===== config.mk =====
export PLATFORM = sky130hd
export DESIGN_NAME = load_store_unit
export DESIGN_NICKNAME = d
export VERILOG_FILES = /design/src/rtl/common_pkg.sv /design/src/rtl/lsu_align.sv /design/src/rtl/load_store_unit.sv
export SDC_FILE = /design/constraint.sdc
export NUM_CORES = 1
export LEC_CHECK = 0
export BUFFER_PORTS_ARGS = -buffer_cell sky130_fd_sc_hd__buf_2
export CAP_MARGIN = 20
export CELL_PAD_IN_SITES_DETAIL_PLACEMENT = 1
export CELL_PAD_IN_SITES_GLOBAL_PLACEMENT = 1
export CORE_MARGIN = 3
export CORE_UTILIZATION = 36
export DETAILED_ROUTE_END_ITERATION = 6
export GPL_ROUTABILITY_DRIVEN = 1
export GPL_TIMING_DRIVEN = 0
export PLACE_DENSITY = 0.86
export SLEW_MARGIN = 20
export SYNTH_ARGS = -nofsm -noshare
export SYNTH_HDL_FRONTEND = slang
export SYNTH_HIERARCHICAL = 1
export SYNTH_SLANG_ARGS = --single-unit

===== constraint.sdc =====
create_clock -name clk -period 3.7 [get_ports clk]
set_input_delay 0.74 -clock clk [delete_from_list [all_inputs] [get_ports clk]]
set_output_delay 0.74 -clock clk [all_outputs]
set_load 0.005 [all_outputs]

===== src/rtl/common_pkg.sv =====
// rtl/common_pkg.sv - shared reset level, funct3 encodings and LSU state type
package common;

    localparam logic RESET = 1'b0;

    typedef enum logic [2:0] {
        LB  = 3'b000,
        LH  = 3'b001,
        LW  = 3'b010,
        LBU = 3'b100,
        LHU = 3'b101
    } mem_funct3_t;

    // Store encodings reuse the load values, so they cannot be separate enum members.
    localparam mem_funct3_t SB = LB;
    localparam mem_funct3_t SH = LH;
    localparam mem_funct3_t SW = LW;

    typedef enum logic [1:0] {
        IDLE  = 2'd0,
        READ  = 2'd1,
        WRITE = 2'd2,
        RESP  = 2'd3
    } lsu_state_t;

endpackage


===== src/rtl/lsu_align.sv =====
// rtl/lsu_align.sv - lane extraction, store merge and access legality for RV32I
module lsu_align
    import common::*;
(
    input  logic [2:0]  funct3,
    input  logic        write,
    input  logic [1:0]  addr_lo,
    input  logic [31:0] rdata,
    input  logic [31:0] wdata,
    output logic [31:0] load_value,
    output logic [31:0] store_word,
    output logic        error
);

    logic [7:0]  lane_byte;
    logic [15:0] lane_half;

    always_comb begin
        lane_byte  = rdata[{addr_lo, 3'b000} +: 8];
        lane_half  = addr_lo[1] ? rdata[31:16] : rdata[15:0];

        load_value = rdata;
        case (funct3)
            LB:      load_value = {{24{lane_byte[7]}}, lane_byte};
            LBU:     load_value = {24'd0, lane_byte};
            LH:      load_value = {{16{lane_half[15]}}, lane_half};
            LHU:     load_value = {16'd0, lane_half};
            default: load_value = rdata;
        endcase

        store_word = rdata;
        case (funct3)
            SB:      store_word[{addr_lo, 3'b000} +: 8] = wdata[7:0];
            SH: begin
                if (addr_lo[1]) store_word[31:16] = wdata[15:0];
                else            store_word[15:0]  = wdata[15:0];
            end
            default: store_word = wdata;
        endcase

        error = 1'b0;
        if (write) begin
            if (funct3 != SB && funct3 != SH && funct3 != SW) error = 1'b1;
        end else if (funct3 == 3'b011 || funct3 == 3'b110 || funct3 == 3'b111) begin
            error = 1'b1;
        end
        if (funct3[1:0] == 2'b01 && addr_lo[0])         error = 1'b1;
        if (funct3[1:0] == 2'b10 && addr_lo != 2'b00)   error = 1'b1;
    end

endmodule


===== src/rtl/load_store_unit.sv =====
// rtl/load_store_unit.sv - MEM-stage load/store initiator for a word-only data memory
module load_store_unit
    import common::*;
#(
    parameter int ADDRESS_WIDTH = 6,
    parameter int DATA_WIDTH    = 32
)(
    input  logic                     clk,
    input  logic                     rst,
    input  logic                     req_valid,
    output logic                     req_ready,
    input  logic                     req_write,
    input  logic [2:0]               req_funct3,
    input  logic [ADDRESS_WIDTH+1:0] req_addr,
    input  logic [DATA_WIDTH-1:0]    req_wdata,
    output logic                     resp_valid,
    output logic [DATA_WIDTH-1:0]    resp_rdata,
    output logic                     resp_error,
    output logic                     mem_write_en,
    output logic [ADDRESS_WIDTH+1:0] mem_address,
    output logic [DATA_WIDTH-1:0]    mem_write_data,
    input  logic [DATA_WIDTH-1:0]    mem_read_data
);

    lsu_state_t state, next_state;

    logic                  lat_write;
    logic [2:0]            lat_funct3;
    logic [DATA_WIDTH-1:0] lat_wdata;
    logic                  accept;

    logic [2:0]            al_funct3;
    logic                  al_write;
    logic [1:0]            al_addr_lo;
    logic [DATA_WIDTH-1:0] al_wdata;
    logic [DATA_WIDTH-1:0] load_value;
    logic [DATA_WIDTH-1:0] store_word;
    logic                  al_error;

    assign accept = req_valid && req_ready;

    // In IDLE the aligner judges the incoming request; afterwards it works on the latched one.
    assign al_funct3  = (state == IDLE) ? req_funct3    : lat_funct3;
    assign al_write   = (state == IDLE) ? req_write     : lat_write;
    assign al_addr_lo = (state == IDLE) ? req_addr[1:0] : mem_address[1:0];
    assign al_wdata   = (state == IDLE) ? req_wdata     : lat_wdata;

    lsu_align u_align (
        .funct3     (al_funct3),
        .write      (al_write),
        .addr_lo    (al_addr_lo),
        .rdata      (mem_read_data),
        .wdata      (al_wdata),
        .load_value (load_value),
        .store_word (store_word),
        .error      (al_error)
    );

    always_ff @(posedge clk) begin
        if (rst == RESET) state <= IDLE;
        else              state <= next_state;
    end

    always_comb begin
        next_state = state;
        case (state)
            IDLE: begin
                if (accept) begin
                    if (al_error)                         next_state = RESP;
                    else if (req_write && req_funct3 == SW) next_state = WRITE;
                    else                                  next_state = READ;
                end
            end
            READ:    next_state = lat_write ? WRITE : RESP;
            WRITE:   next_state = RESP;
            RESP:    next_state = IDLE;
            default: next_state = IDLE;
        endcase
    end

    always_comb begin
        req_ready    = (state == IDLE) && (rst != RESET);
        resp_valid   = (state == RESP);
        mem_write_en = (state == WRITE);
    end

    always_ff @(posedge clk) begin
        if (rst == RESET) begin
            lat_write      <= 1'b0;
            lat_funct3     <= 3'd0;
            lat_wdata      <= '0;
            mem_address    <= '0;
            mem_write_data <= '0;
            resp_rdata     <= '0;
            resp_error     <= 1'b0;
        end else begin
            case (state)
                IDLE: begin
                    if (accept) begin
                        lat_write      <= req_write;
                        lat_funct3     <= req_funct3;
                        lat_wdata      <= req_wdata;
                        mem_address    <= req_addr;
                        resp_rdata     <= '0;
                        resp_error     <= al_error;
                        mem_write_data <= (req_write && !al_error && req_funct3 == SW) ? req_wdata : '0;
                    end
                end
                READ: begin
                    if (lat_write) mem_write_data <= store_word;
                    else           resp_rdata     <= load_value;
                end
                default: ;
            endcase
        end
    end

endmodule


==> reports/summary.log, run 1 <==
INFO  worst_setup_path cp_max_stage_delay=0.38ns
INFO  finish         final_core_utilization=0.451
INFO  pwr            ir_worst_vdd=0.341mV
INFO  outcome        outcome=finished clean
INFO  finish         nets=1,062
INFO  finish         diodes=0
INFO  worst_setup_path worst_setup_path_end_kind=flip-flop
INFO  detailed_routing routed_via_density=6.00
INFO  yosys          sequential_element_share_of_the_synthesized_area=0.329
INFO  worst_setup_path reg2reg_depth=13
INFO  grt            grt_usage=0.258
INFO  clock_network  tritoncts=yes
INFO  placement      place_worst_setup_slack=-1.33ns
INFO  worst_setup_path critical_path_start=state[0]$_SDFFE_PN0P_
INFO  worst_setup_path critPathKind=flip-flop to flip-flop
INFO  clock_network  clk_transition_reported_paths=0.08ns
INFO  timing         min_period=3.57ns
INFO  timing         maximum_clock_rate=281MHz
INFO  worst_setup_path rr_startpoint=state[0]$_SDFFE_PN0P_
INFO  grt            globalRoute.totalOverflow=0
INFO  timing         setup_repair_after_global_routing_missed_its_margin=no
INFO  min_path       hold-path-cell-count=2
INFO  yosys          synth_compound_gate_area_share=0.332
INFO  timing         slew-limit-headroom=0.480
INFO  yosys          yosys_warnings=6
INFO  min_path       hold-path-endpoint=mem_address[7]$_SDFFE_PN0P_
INFO  worst_setup_path critPathRequiredTime=3.98ns
INFO  timing         slew_violations=0
INFO  worst_setup_path cp_common_cell=sky130_fd_sc_hd__buf_6
INFO  worst_setup_path crit_slowest_cell=sky130_fd_sc_hd__dfxtp_1
INFO  yosys          synth_mux_area_frac=0.0774
INFO  worst_setup_path cp-start-kind=flip-flop
INFO  detailed_routing drc_errors=0
INFO  floorplan      die_area=20,500squm
INFO  timing         clock-skew-final=0.0115ns
INFO  yosys          post_synth_fa_ha_maj_area_fraction=0.0185
INFO  clock_network  numClockSinks=111
INFO  detailed_routing drt.antenna.violating_nets=0
INFO  clock_network  cts-hold-fix-buffers=0
INFO  floorplan      die_w=143um
INFO  detailed_routing detail_route.iter0.violations=488
INFO  floorplan      row_count=49
INFO  grt            grt_start_max_net_pins=20
INFO  floorplan      io-pin-count=155
INFO  placement      placed_cells=1,191
INFO  min_path       min_from=mem_address[7]$_SDFFE_PN0P_
INFO  yosys          synthXorXnorAreaFrac=0
INFO  timing         finalSetupViolCount=0
INFO  min_path       path_class_of_the_lowest_slack_min_delay_path=flip-flop to flip-flop
INFO  finish         areaGrowthSynthToFinish=21.4%
INFO  worst_setup_path regToRegEndpoint=mem_write_data[25]$_SDFFE_PN0P_
INFO  timing         report.final.hold_viol_count=0
INFO  placement      hpwl=20,600um
INFO  timing         worst_pin_slew=0.781ns
INFO  yosys          postSynthNetCount=897
INFO  clock_network  cts.path.max_buffers=2
INFO  yosys          flops_latches_synth=111
INFO  placement      post_dp_cell_area=7820squm
INFO  floorplan      core-area=18,200squm
INFO  timing         setup_total_negative_slack=0ns
INFO  job            count_of_maximum_capacitance_violations=0
INFO  clock_network  clk_latency=0.37ns
INFO  yosys          area_fraction_in_and_or_nand_and_nor_cells_after_synthesis=0.181
INFO  yosys          synth_cell_types=52
INFO  finish         proportion_of_layout_cells_with_a_drive_suffix_above_1=0.308
INFO  detailed_routing wl_per_cell=22.2um
INFO  grt            grt_pass1_vias=7,274
INFO  clock_network  cts.htree.levels=3
INFO  worst_setup_path worstPathArrival=3.84ns
INFO  clock_network  cts_made_buffers=9
INFO  clock_network  clk_root_buffer_cell=sky130_fd_sc_hd__clkbuf_16
INFO  detailed_routing drt-total-wl=26,800um
INFO  finish         postLayoutCellArea=8210squm
INFO  yosys          postSynthCellCount=808
INFO  detailed_routing drt_first_pass_iters=5
INFO  grt            initial_antenna_violation_count=1
INFO  worst_setup_path critical_path.max_fanout=19
INFO  worst_setup_path r2r_setup_slack=0.13ns
INFO  yosys          syn_area=6760squm
INFO  yosys          syn_area_per_cell=8.37squm
INFO  timing         finalWorstSetupSlack=0.135ns
INFO  grt            global_route_wire_length_before_repair=41,200um
INFO  worst_setup_path crit_chain=inv_1 > ha_1 > buf_6 > mux2_2 > buf_6 > clkinvlp_4 > buf_6 > ha_1 > nand4b_2 > o2bb2ai_1 > a221o_1 > o21ai_0 > a311oi_2
INFO  timing         final_min_period_over_clock_period=0.964
INFO  floorplan      die_height=143um
INFO  finish         instances_no_fill=1,207
INFO  detailed_routing via_count=7,248
INFO  placement      place.gp.congestion=0.972
INFO  floorplan      start_util=0.371
INFO  finish         fillerInstances=2,240
INFO  placement      place.port_buffers=154
INFO  yosys          main_combinational_cell_family_by_area_after_synthesis=compound AO/OA/AOI/OAI gates
INFO  pwr            p_leak=3.35nW
INFO  pwr            power.density=891nW/um^2
==> timing repair <==
item / in CTS / in global routing
pin swaps: 1 / 2
gates resized for setup: 13 / 17
gates cloned: 0 / 0
setup buffers: 1 / 1
endpoints found under the setup margin: 35 / 31
==> stage by stage <==
step           total power [mW]  hold slack (ns)
3_5_place_dp               6.08            0.447
2_1_floorplan              4.67            0.426
5_1_grt                    7.76            0.473
4_1_cts                    7.18            0.458
6_report                   7.31            0.454
3_3_place_gp               5.93            0.435
==> registers in the layout, indices dropped and copies added (netlist names) <==
| register | cells |
|---|---|
| lat_write | 1 |
| resp_error | 1 |
| mem_address | 8 |
| mem_write_data | 32 |
| state | 2 |
| resp_rdata | 32 |
| lat_funct3 | 3 |
| lat_wdata | 32 |
==> placed cells by master, fill, tap and decap left out, types with 30 or more instances in the layout <==
cell,n
sky130_fd_sc_hd__a21oi_1,37
sky130_fd_sc_hd__a22o_1,33
sky130_fd_sc_hd__a311oi_2,30
sky130_fd_sc_hd__buf_2,179
sky130_fd_sc_hd__clkbuf_1,38
sky130_fd_sc_hd__dfxtp_1,111
sky130_fd_sc_hd__mux2_2,40
sky130_fd_sc_hd__nand2_1,158
sky130_fd_sc_hd__nand3_1,32
sky130_fd_sc_hd__o21ai_0,80
==> synth_stat cells, drive strengths merged <==
| library cell | count | area share |
|---|---|---|
| dfxtp | 111 | 0.33 |
| clkbuf | 42 | 0.023 |
| a22o | 33 | 0.043 |
| nor3 | 4 | 0.0037 |
| a221oi | 8 | 0.010 |
| nand2 | 158 | 0.088 |
| or2 | 2 | 0.0019 |
| and4bb | 1 | 0.0019 |
| o31ai | 2 | 0.0030 |
| a311oi | 32 | 0.069 |
| nand3 | 33 | 0.024 |
| nand2b | 12 | 0.011 |
| mux2 | 40 | 0.067 |
| a221o | 24 | 0.036 |
| nand4 | 1 | 0.00093 |
| nor2b | 14 | 0.013 |
| a31oi | 2 | 0.0050 |
| o21bai | 1 | 0.0011 |
| a21bo | 1 | 0.0024 |
| a211oi | 10 | 0.013 |
| nand4b | 1 | 0.0022 |
| o2bb2ai | 23 | 0.030 |
| and3 | 2 | 0.0019 |
| o211ai | 6 | 0.0067 |
| nor2 | 18 | 0.010 |
| or3 | 7 | 0.0065 |
| mux2i | 5 | 0.0074 |
| a22oi | 10 | 0.011 |
| a31o | 1 | 0.0013 |
| and4b | 8 | 0.012 |
| a21oi | 37 | 0.027 |
| clkinv | 1 | 0.00055 |
| mux4 | 1 | 0.0033 |
| o21ai | 96 | 0.071 |
| inv | 8 | 0.0044 |
| and2 | 4 | 0.0041 |
| o221ai | 2 | 0.0026 |
| ha | 10 | 0.019 |
| buf | 37 | 0.034 |
==> final cells by class <==
| cell class | count | area (sq um) | share of cell area |
|---|---|---|---|
| buffer | 77 | 400 | 0.0488 |
| clock inverter | 5 | 68.8 | 0.00839 |
| timing repair buffer | 156 | 786 | 0.0957 |
| multi-input combinational | 609 | 4170 | 0.508 |
| clock buffer | 11 | 233 | 0.0284 |
| tap | 229 | 287 | 0.0349 |
| inverter | 9 | 40.0 | 0.00488 |
| sequential | 111 | 2220 | 0.271 |
==> layer usage <==
layer / track usage / routed length (um) / up-vias
met5: 0 / 13 / -
met4: 0.0875 / 853 / 2
met3: 0.0506 / 2050 / 55
met2: 0.422 / 12300 / 340
met1: 0.340 / 11600 / 3529
li1: - / - / 3322
==> kinds of logic (layout without fill, tap and decap cells) <==
group           count (synthesis)  after routing
compound gates                288            288
fa+ha+maj                      10             10
buf+inv                        88            258
mux                            46             46
simple gates                  265            265
flops                         111            111
==> how the worst max path moves through the flow <==
stage,to,slack [ns],depth (start not counted)
2_1_floorplan,mem_write_data[10]$_SDFFE_PN0P_,0.04,17
3_3_place_gp,mem_write_data[18]$_SDFFE_PN0P_,-1.22,17
3_5_place_dp,mem_write_data[27]$_SDFFE_PN0P_,-1.33,17
4_1_cts,mem_write_data[11]$_SDFFE_PN0P_,0.002,15
5_1_grt,mem_write_data[28]$_SDFFE_PN0P_,0.02,13
6_report,mem_write_data[25]$_SDFFE_PN0P_,0.13,13
==> worst max-delay path: cells and delay by family, from the launching register on <==
| family | cells | cell delay, ns |
|---|---|---|
| buf+inv | 5 | 0.87 |
| mux | 1 | 0.34 |
| simple gates | 1 | 0.38 |
| flops | 1 | 0.38 |
| compound gates | 4 | 0.93 |
| fa+ha+maj | 2 | 0.57 |
==> report_power, final <==
part / switching, mW / internal, mW / total, mW
logic: 2.76 / 1.75 / 4.51
registers: 0.216 / 1.56 / 1.77
clock network: 0.491 / 0.536 / 1.03
(Power assumes the default switching activity.)
==> inputs of run 2 (changes only) <==
- ABC_CLOCK_PERIOD_IN_PS: not set -> 3700
- PLACE_DENSITY: 0.86 -> 0.8
==> reports/summary.log, run 2 (synthesized netlist as in run 1, its figures left out) <==
INFO  pwr            part_of_the_power_in_the_clock_network=0.136 [was 0.140]
INFO  grt            grt_pass1_vias=7,205 [was 7,274]
INFO  worst_setup_path reg2reg_depth=13 [unchanged]
INFO  floorplan      start_util=0.371 [unchanged]
INFO  clock_network  numClockSinks=111 [unchanged]
INFO  finish         fillerInstances=2,262 [was 2,240]
INFO  worst_setup_path critPathRequiredTime=3.98ns [about the same]
INFO  timing         worst_pin_slew=0.877ns [was 0.781 ns]
INFO  finish         areaGrowthSynthToFinish=21.2% [was 21.4%]
INFO  pwr            power.share.sequential=0.245 [was 0.243]
INFO  min_path       path_class_of_the_lowest_slack_min_delay_path=flip-flop to flip-flop [unchanged]
INFO  floorplan      row_count=49 [unchanged]
INFO  floorplan      io-pin-count=155 [unchanged]
INFO  timing         report.final.hold_viol_count=0 [unchanged]
INFO  worst_setup_path cp-start-kind=flip-flop [unchanged]
INFO  clock_network  tritoncts=yes [unchanged]
INFO  clock_network  clk_transition_reported_paths=0.08ns [about the same]
INFO  worst_setup_path worstPathArrival=3.87ns [was 3.84 ns]
INFO  finish         layout_commonest_cell=sky130_fd_sc_hd__buf_2 [unchanged]
INFO  grt            grt_usage=0.253 [was 0.258]
INFO  finish         area_of_the_multi_input_gates=4150squm [was 4170 sq um]
INFO  worst_setup_path critPathKind=flip-flop to flip-flop [unchanged]
INFO  finish         nets=1,065 [was 1,062]
INFO  finish         instances_no_fill=1,211 [was 1,207]
INFO  detailed_routing via_count=7,113 [was 7,248]
INFO  timing         finalSetupViolCount=0 [unchanged]
INFO  placement      place.port_buffers=154 [unchanged]
INFO  timing         min_period=3.59ns [was 3.57 ns]
INFO  finish         proportion_of_layout_cells_with_a_drive_suffix_above_1=0.310 [was 0.308]
INFO  min_path       hold-path-cell-count=2 [unchanged]
INFO  detailed_routing drc_errors=0 [unchanged]
INFO  placement      hpwl=20,500um [was 20,600 um]
INFO  clock_network  cts_made_buffers=9 [unchanged]
INFO  finish         layout.cells.most_common_list=sky130_fd_sc_hd__buf_2 (179), sky130_fd_sc_hd__nand2_1 (158), sky130_fd_sc_hd__dfxtp_1 (111) [unchanged]
INFO  worst_setup_path worst_setup_path_end_kind=flip-flop [unchanged]
INFO  timing         maximum_clock_rate=279MHz [was 281 MHz]
INFO  pwr            p_leak=3.36nW [was 3.35 nW]
INFO  placement      placed_cells=1,191 [unchanged]
INFO  worst_setup_path crit_chain=inv_1 > ha_1 > buf_4 > mux2_4 > buf_6 > clkinvlp_4 > clkbuf_8 > ha_1 > nand4_1 > o2bb2ai_1 > a221o_1 > o21ai_0 > a311oi_2 [was inv_1 > ha_1 > buf_6 > mux2_2 > buf_6 > clkinvlp_4 > buf_6 > ha_1 > nand4b_2 > o2bb2ai_1 > a221o_1 > o21ai_0 > a311oi_2]
INFO  pwr            power.density=881nW/um^2 [was 891 nW/um^2]
INFO  clock_network  cts.path.max_buffers=2 [unchanged]
INFO  pwr            combinationalPowerShare=0.620 [was 0.617]
INFO  floorplan      die_area=20,500squm [unchanged]
INFO  grt            initial_antenna_violation_count=0 [was 1]
INFO  outcome        outcome=finished clean [unchanged]
INFO  grt            global_route_wire_length_before_repair=40,600um [was 41,200 um]
INFO  pwr            ir_worst_vdd=0.347mV [was 0.341 mV]
INFO  floorplan      die_w=143um [unchanged]
INFO  pwr            switch_pwr=3.42mW [was 3.46 mW]
INFO  timing         final_min_period_over_clock_period=0.970 [was 0.964]
INFO  timing         slew_violations=0 [unchanged]
INFO  finish         ff_latch_area=2220squm [unchanged]
INFO  grt            globalRoute.totalOverflow=0 [unchanged]
INFO  clock_network  clk_latency=0.37ns [about the same]
INFO  finish         top_regs=lat_wdata (32), mem_write_data (32), resp_rdata (32) [unchanged]
INFO  detailed_routing drt_first_pass_iters=5 [unchanged]
INFO  detailed_routing wl_per_cell=21.8um [was 22.2 um]
INFO  floorplan      die_height=143um [unchanged]
INFO  detailed_routing routed_via_density=5.87 [was 6.00]
INFO  placement      place.gp.congestion=0.955 [was 0.972]
INFO  worst_setup_path cp_max_stage_delay=0.42ns [was 0.38 ns]
INFO  finish         final_core_utilization=0.450 [was 0.451]
INFO  timing         slew-limit-headroom=0.415 [was 0.480]
INFO  clock_network  clk_root_buffer_cell=sky130_fd_sc_hd__clkbuf_16 [unchanged]
INFO  clock_network  cts.htree.levels=3 [unchanged]
INFO  grt            grt_start_max_net_pins=20 [unchanged]
INFO  worst_setup_path cp_common_cell=sky130_fd_sc_hd__ha_1 [was sky130_fd_sc_hd__buf_6]
INFO  pwr            p_sw_frac=0.474 [about the same]
INFO  detailed_routing detail_route.iter0.violations=415 [was 488]
INFO  detailed_routing drt-total-wl=26,400um [was 26,800 um]
INFO  worst_setup_path crit_slowest_cell=sky130_fd_sc_hd__o2bb2ai_1 [was sky130_fd_sc_hd__dfxtp_1]
INFO  pwr            internal_power=3.80mW [was 3.85 mW]
INFO  timing         clock-skew-final=0.00778ns [was 0.0115 ns]
INFO  floorplan      core-area=18,200squm [unchanged]
INFO  job            count_of_maximum_capacitance_violations=0 [unchanged]
INFO  detailed_routing drt.antenna.violating_nets=0 [unchanged]
INFO  worst_setup_path critical_path.max_fanout=19 [unchanged]
## run 2: what timing repair did
action / CTS / global route
hold buffers: 0 / 0
cloned: 0 / 0
resized for setup: 14 / 7
setup buffers: 2 / 3
endpoints found under the setup margin: 35 / 33
pin swaps: 1 / 1
## run 2: worst paths after layout
path / slack (ns) / to / startpoint
setup / recovery: 0.11 / mem_write_data[22]$_SDFFE_PN0P_ / state[0]$_SDFFE_PN0P_
hold / removal: 0.45 / mem_address[3]$_SDFFE_PN0P_ / mem_address[3]$_SDFFE_PN0P_
setup reg to reg: 0.11 / mem_write_data[22]$_SDFFE_PN0P_ / state[0]$_SDFFE_PN0P_
hold reg to reg: 0.45 / mem_address[3]$_SDFFE_PN0P_ / mem_address[3]$_SDFFE_PN0P_
## run 2: per-layer routing
layer  vias to the layer above  track usage  wire length [um]  part of all wire
met5                         -            0                 0                 0
met2                       287        0.409             11900              0.45
met3                        37       0.0476              1960             0.074
li1                       3326            -                 -                 -
met1                      3463        0.343             11900              0.45
met4                         0       0.0800               603             0.023
## run 2: area by class of cell
class,instances,share of cell area
sequential,111,0.271
tap,229,0.0350
antenna,1,0.000306
clock inverter,5,0.00504
clock buffer,11,0.0296
timing repair buffer,159,0.0987
buffer,77,0.0486
multi-input combinational,609,0.507
inverter,9,0.00474
## run 2: power by group through the flow
stage / combinational, mW / clock, mW / sequential [mW]
after floorplan: 2.90 / 0 / 1.77
after global placement: 4.20 / 0 / 1.77
final: 4.47 / 0.980 / 1.77
after detailed placement: 4.29 / 0 / 1.78
after global routing: 4.82 / 1.04 / 1.81
after CTS: 4.38 / 0.996 / 1.76
## run 2: critical path, delay by kind of cell, from the launching register on
family / cells / cell delay (ns)
compound gates: 4 / 1.03
buf+inv: 5 / 0.84
fa+ha+maj: 2 / 0.58
flops: 1 / 0.40
simple gates: 1 / 0.35
mux: 1 / 0.28
## run 2: through the flow
stage	instance area (sq um)	worst slack, ns	TNS, ns	total power [mW]	hold slack [ns]
finish	8190	0.112	0	7.22	0.449
global route	8190	-0.0141	-0.0201	7.67	0.473
CTS	8150	0.0267	0	7.14	0.457
detailed placement	7820	-1.35	-42.70	6.07	0.444
global placement	7820	-1.30	-40.48	5.97	0.434
floorplan	6760	0.0423	0	4.67	0.426
==> inputs of run 3 (changes only) <==
- ABC_AREA: not set -> 1
- CORE_UTILIZATION: 36 -> 34
- CTS_CLUSTER_DIAMETER: not set -> 200
- PLACE_DENSITY: 0.8 -> 0.81
==> reports/summary.log, run 3 <==
INFO  timing         slew_violations=0 [unchanged]
INFO  pwr            p_total=8.68mW [was 7.22 mW]
INFO  finish         proportion_of_layout_cells_with_a_drive_suffix_above_1=0.157 [was 0.310]
INFO  pwr            ir_worst_vdd=0.323mV [was 0.347 mV]
INFO  grt            global_route_wire_length_before_repair=54,700um [was 40,600 um]
INFO  timing         maximum_clock_rate=286MHz [was 279 MHz]
INFO  timing         report.final.hold_viol_count=0 [unchanged]
INFO  timing         worst_pin_slew=1.26ns [was 0.877 ns]
INFO  finish         layout.cells.most_common_list=sky130_fd_sc_hd__nand2_1 (449), sky130_fd_sc_hd__nand3_1 (244), sky130_fd_sc_hd__nor2_1 (203) [was sky130_fd_sc_hd__buf_2 (179), sky130_fd_sc_hd__nand2_1 (158), sky130_fd_sc_hd__dfxtp_1 (111)]
INFO  clock_network  cts_made_buffers=9 [unchanged]
INFO  yosys          ys_top_cells_by_area=sky130_fd_sc_hd__dfxtp_1 (28%), sky130_fd_sc_hd__nand2_1 (21%), sky130_fd_sc_hd__nand3_1 (15%) [was sky130_fd_sc_hd__dfxtp_1 (33%), sky130_fd_sc_hd__nand2_1 (8.8%), sky130_fd_sc_hd__a311oi_2 (6.7%)]
INFO  worst_setup_path critPathKind=flip-flop to flip-flop [unchanged]
INFO  finish         top_regs=lat_wdata (32), mem_write_data (32), resp_rdata (32) [unchanged]
INFO  floorplan      die_height=160um [was 143 um]
INFO  worst_setup_path critPathRequiredTime=4.00ns [was 3.98 ns]
INFO  grt            grt_usage=0.268 [was 0.253]
INFO  clock_network  cts.htree.levels=3 [unchanged]
INFO  clock_network  clk_latency=0.36ns [was 0.37 ns]
INFO  yosys          post-synth-top-area-fraction=0.276 [was 0.329]
INFO  floorplan      io-pin-count=155 [unchanged]
INFO  timing         final_min_period_over_clock_period=0.944 [was 0.970]
INFO  grt            grt_pass1_vias=9,932 [was 7,205]
INFO  finish         final_core_utilization=0.418 [was 0.450]
INFO  detailed_routing detail_route.iter0.violations=708 [was 415]
INFO  worst_setup_path worstPathArrival=3.79ns [was 3.87 ns]
INFO  detailed_routing wl_per_cell=18.0um [was 21.8 um]
INFO  timing         finalSetupViolCount=0 [unchanged]
INFO  finish         layout_commonest_cell=sky130_fd_sc_hd__nand2_1 [was sky130_fd_sc_hd__buf_2]
INFO  timing         clock-skew-final=0.0122ns [was 0.00778 ns]
INFO  finish         fillerInstances=3,363 [was 2,262]
INFO  detailed_routing drt_first_pass_iters=5 [unchanged]
INFO  grt            globalRoute.totalOverflow=0 [unchanged]
INFO  pwr            p_leak=4.92nW [was 3.36 nW]
INFO  grt            grt_start_max_net_pins=17 [was 20]
INFO  timing         slew-limit-headroom=0.153 [was 0.415]
INFO  placement      place.gp.congestion=1.01 [was 0.955]
INFO  placement      hpwl=27,600um [was 20,500 um]
INFO  placement      place.port_buffers=153 [was 154]
INFO  finish         diodes=0 [was 1]
INFO  job            count_of_maximum_capacitance_violations=0 [unchanged]
INFO  yosys          postSynthCellCount=1,451 [was 808]
INFO  detailed_routing drc_errors=0 [unchanged]
INFO  worst_setup_path critical_path.max_fanout=10 [was 19]
INFO  clock_network  clk_root_buffer_cell=sky130_fd_sc_hd__clkbuf_16 [unchanged]
INFO  pwr            power.density=904nW/um^2 [was 881 nW/um^2]
INFO  yosys          synth_cell_types=23 [was 52]
INFO  min_path       path_class_of_the_lowest_slack_min_delay_path=flip-flop to flip-flop [unchanged]
INFO  clock_network  cts.path.max_buffers=2 [unchanged]
INFO  yosys          synth_top_cells_by_count=sky130_fd_sc_hd__nand2_1 (450), sky130_fd_sc_hd__nand3_1 (244), sky130_fd_sc_hd__nor2_1 (203) [was sky130_fd_sc_hd__nand2_1 (158), sky130_fd_sc_hd__dfxtp_1 (111), sky130_fd_sc_hd__o21ai_0 (82)]
INFO  yosys          flops_latches_synth=111 [unchanged]
INFO  worst_setup_path cp-start-kind=flip-flop [unchanged]
INFO  grt            initial_antenna_violation_count=0 [unchanged]
INFO  detailed_routing via_count=9,953 [was 7,113]
INFO  yosys          postSynthNetCount=1,540 [was 897]
INFO  yosys          yosys.area.top_type=sky130_fd_sc_hd__dfxtp_1 [unchanged]
INFO  clock_network  numClockSinks=111 [unchanged]
INFO  yosys          syn_area_per_cell=5.55squm [was 8.37 sq um]
INFO  outcome        outcome=finished clean [unchanged]
INFO  timing         setup_repair_after_global_routing_missed_its_margin=no
INFO  finish         areaGrowthSynthToFinish=19.3% [was 21.2%]
INFO  floorplan      die_w=160um [was 143 um]
INFO  yosys          ys_dominant_reg_cell=sky130_fd_sc_hd__dfxtp_1 [unchanged]
INFO  clock_network  clk_transition_reported_paths=0.08ns [about the same]
INFO  detailed_routing routed_via_density=5.15 [was 5.87]
INFO  yosys          synth.most_common_cell=sky130_fd_sc_hd__nand2_1 [unchanged]
INFO  worst_setup_path worst_setup_path_end_kind=flip-flop [unchanged]
INFO  yosys          ys_async_sr_fraction=0 [unchanged]
INFO  floorplan      core-area=23,000squm [was 18,200 sq um]
INFO  detailed_routing drt-total-wl=34,800um [was 26,400 um]
INFO  floorplan      die_area=25,600squm [was 20,500 sq um]
INFO  finish         nets=1,704 [was 1,065]
INFO  yosys          syn_area=8050squm [was 6760 sq um]
INFO  clock_network  tritoncts=yes [unchanged]
INFO  yosys          sequential_element_share_of_the_synthesized_area=0.276 [was 0.329]
INFO  yosys          yosys_warnings=6 [unchanged]
INFO  floorplan      row_count=55 [was 49]
INFO  detailed_routing drt.antenna.violating_nets=0 [unchanged]
INFO  floorplan      start_util=0.350 [was 0.371]
INFO  timing         min_period=3.49ns [was 3.59 ns]
INFO  yosys          synth_edf_count=0 [unchanged]
[run 3: through the flow]
step	instance area (sq um)	hold WS, ns	TNS, ns	std cells	setup slack, ns
after floorplan	8050	0.453	0	1451	0.382
after global placement	9210	0.449	-41.88	1917	-1.40
after detailed placement	9210	0.464	-45.44	1917	-1.52
after CTS	9580	0.477	0	1933	0.0400
after global routing	9600	0.496	0	1932	0.0219
final	9600	0.471	0	1932	0.207
[run 3: critical path, cell delays in order (launching register included)]
cell	delay, ns
sky130_fd_sc_hd__dfxtp_1	0.35
sky130_fd_sc_hd__inv_1	0.12
sky130_fd_sc_hd__ha_2	0.28
sky130_fd_sc_hd__inv_2	0.07
sky130_fd_sc_hd__clkbuf_4	0.22
sky130_fd_sc_hd__clkbuf_1	0.25
sky130_fd_sc_hd__o21ai_0	1.02
sky130_fd_sc_hd__nand2_1	0.28
sky130_fd_sc_hd__o21ai_0	0.32
sky130_fd_sc_hd__nand2_1	0.08
sky130_fd_sc_hd__nand3_1	0.07
sky130_fd_sc_hd__nand2_1	0.08
sky130_fd_sc_hd__nand3_1	0.12
sky130_fd_sc_hd__nor2_1	0.06
sky130_fd_sc_hd__nor2_1	0.09
[run 3: cell families after synthesis]
| family | synth area share |
|---|---|
| buffers and inverters | 0.139 |
| AND/OR/NAND/NOR | 0.489 |
| flip-flops | 0.276 |
| adder cells (fa/ha/maj) | 0.0155 |
| AO/OA/AOI/OAI | 0.0802 |
[run 3: timing repair]
item | in CTS | in global routing
pin swaps | 0 | 0
hold buffers | 0 | 0
endpoints found under the hold margin | 0 | 0
buffers inserted | 1 | 0
gates resized for setup | 24 | 7
setup endpoints to repair | 36 | 32
[run 3: report_power, final]
| group | switching [mW] | leakage [nW] | internal, mW | total [mW] |
|---|---|---|---|---|
| combinational | 3.96 | 3.86 | 1.88 | 5.84 |
| clock | 0.479 | 0.149 | 0.611 | 1.09 |
| sequential | 0.181 | 0.911 | 1.58 | 1.76 |
| total | 4.62 | 4.92 | 4.06 | 8.68 |
[run 3: cell type report]
cell class                      count  area, sq um  area share
Multi-Input combinational cell   1081         4750       0.494
Sequential cell                   111         2220       0.231
Clock buffer                       12          246      0.0257
Timing Repair Buffer              154          773      0.0805
Tap cell                          313          392      0.0408
Inverter                          158          593      0.0618
Clock inverter                      3         67.6     0.00703
Buffer                            100          564      0.0588
[run 3: layer usage]
| layer | GRT usage | share of wire |
|---|---|---|
| met3 | 0.0355 | 0.050 |
| met4 | 0.0750 | 0.025 |
| met5 | 0 | 0 |
| met1 | 0.358 | 0.46 |
| met2 | 0.456 | 0.47 |
[run 3: worst paths after layout]
path                                from                         endpoint  slack [ns]  depth (start not counted)
min          mem_address[2]$_SDFFE_PN0P_      mem_address[2]$_SDFFE_PN0P_        0.47                          2
max                state[0]$_SDFFE_PN0P_  mem_write_data[30]$_SDFFE_PN0P_        0.21                         14
min reg2reg  mem_address[2]$_SDFFE_PN0P_      mem_address[2]$_SDFFE_PN0P_        0.47                          2
max reg2reg        state[0]$_SDFFE_PN0P_  mem_write_data[30]$_SDFFE_PN0P_        0.21                         14
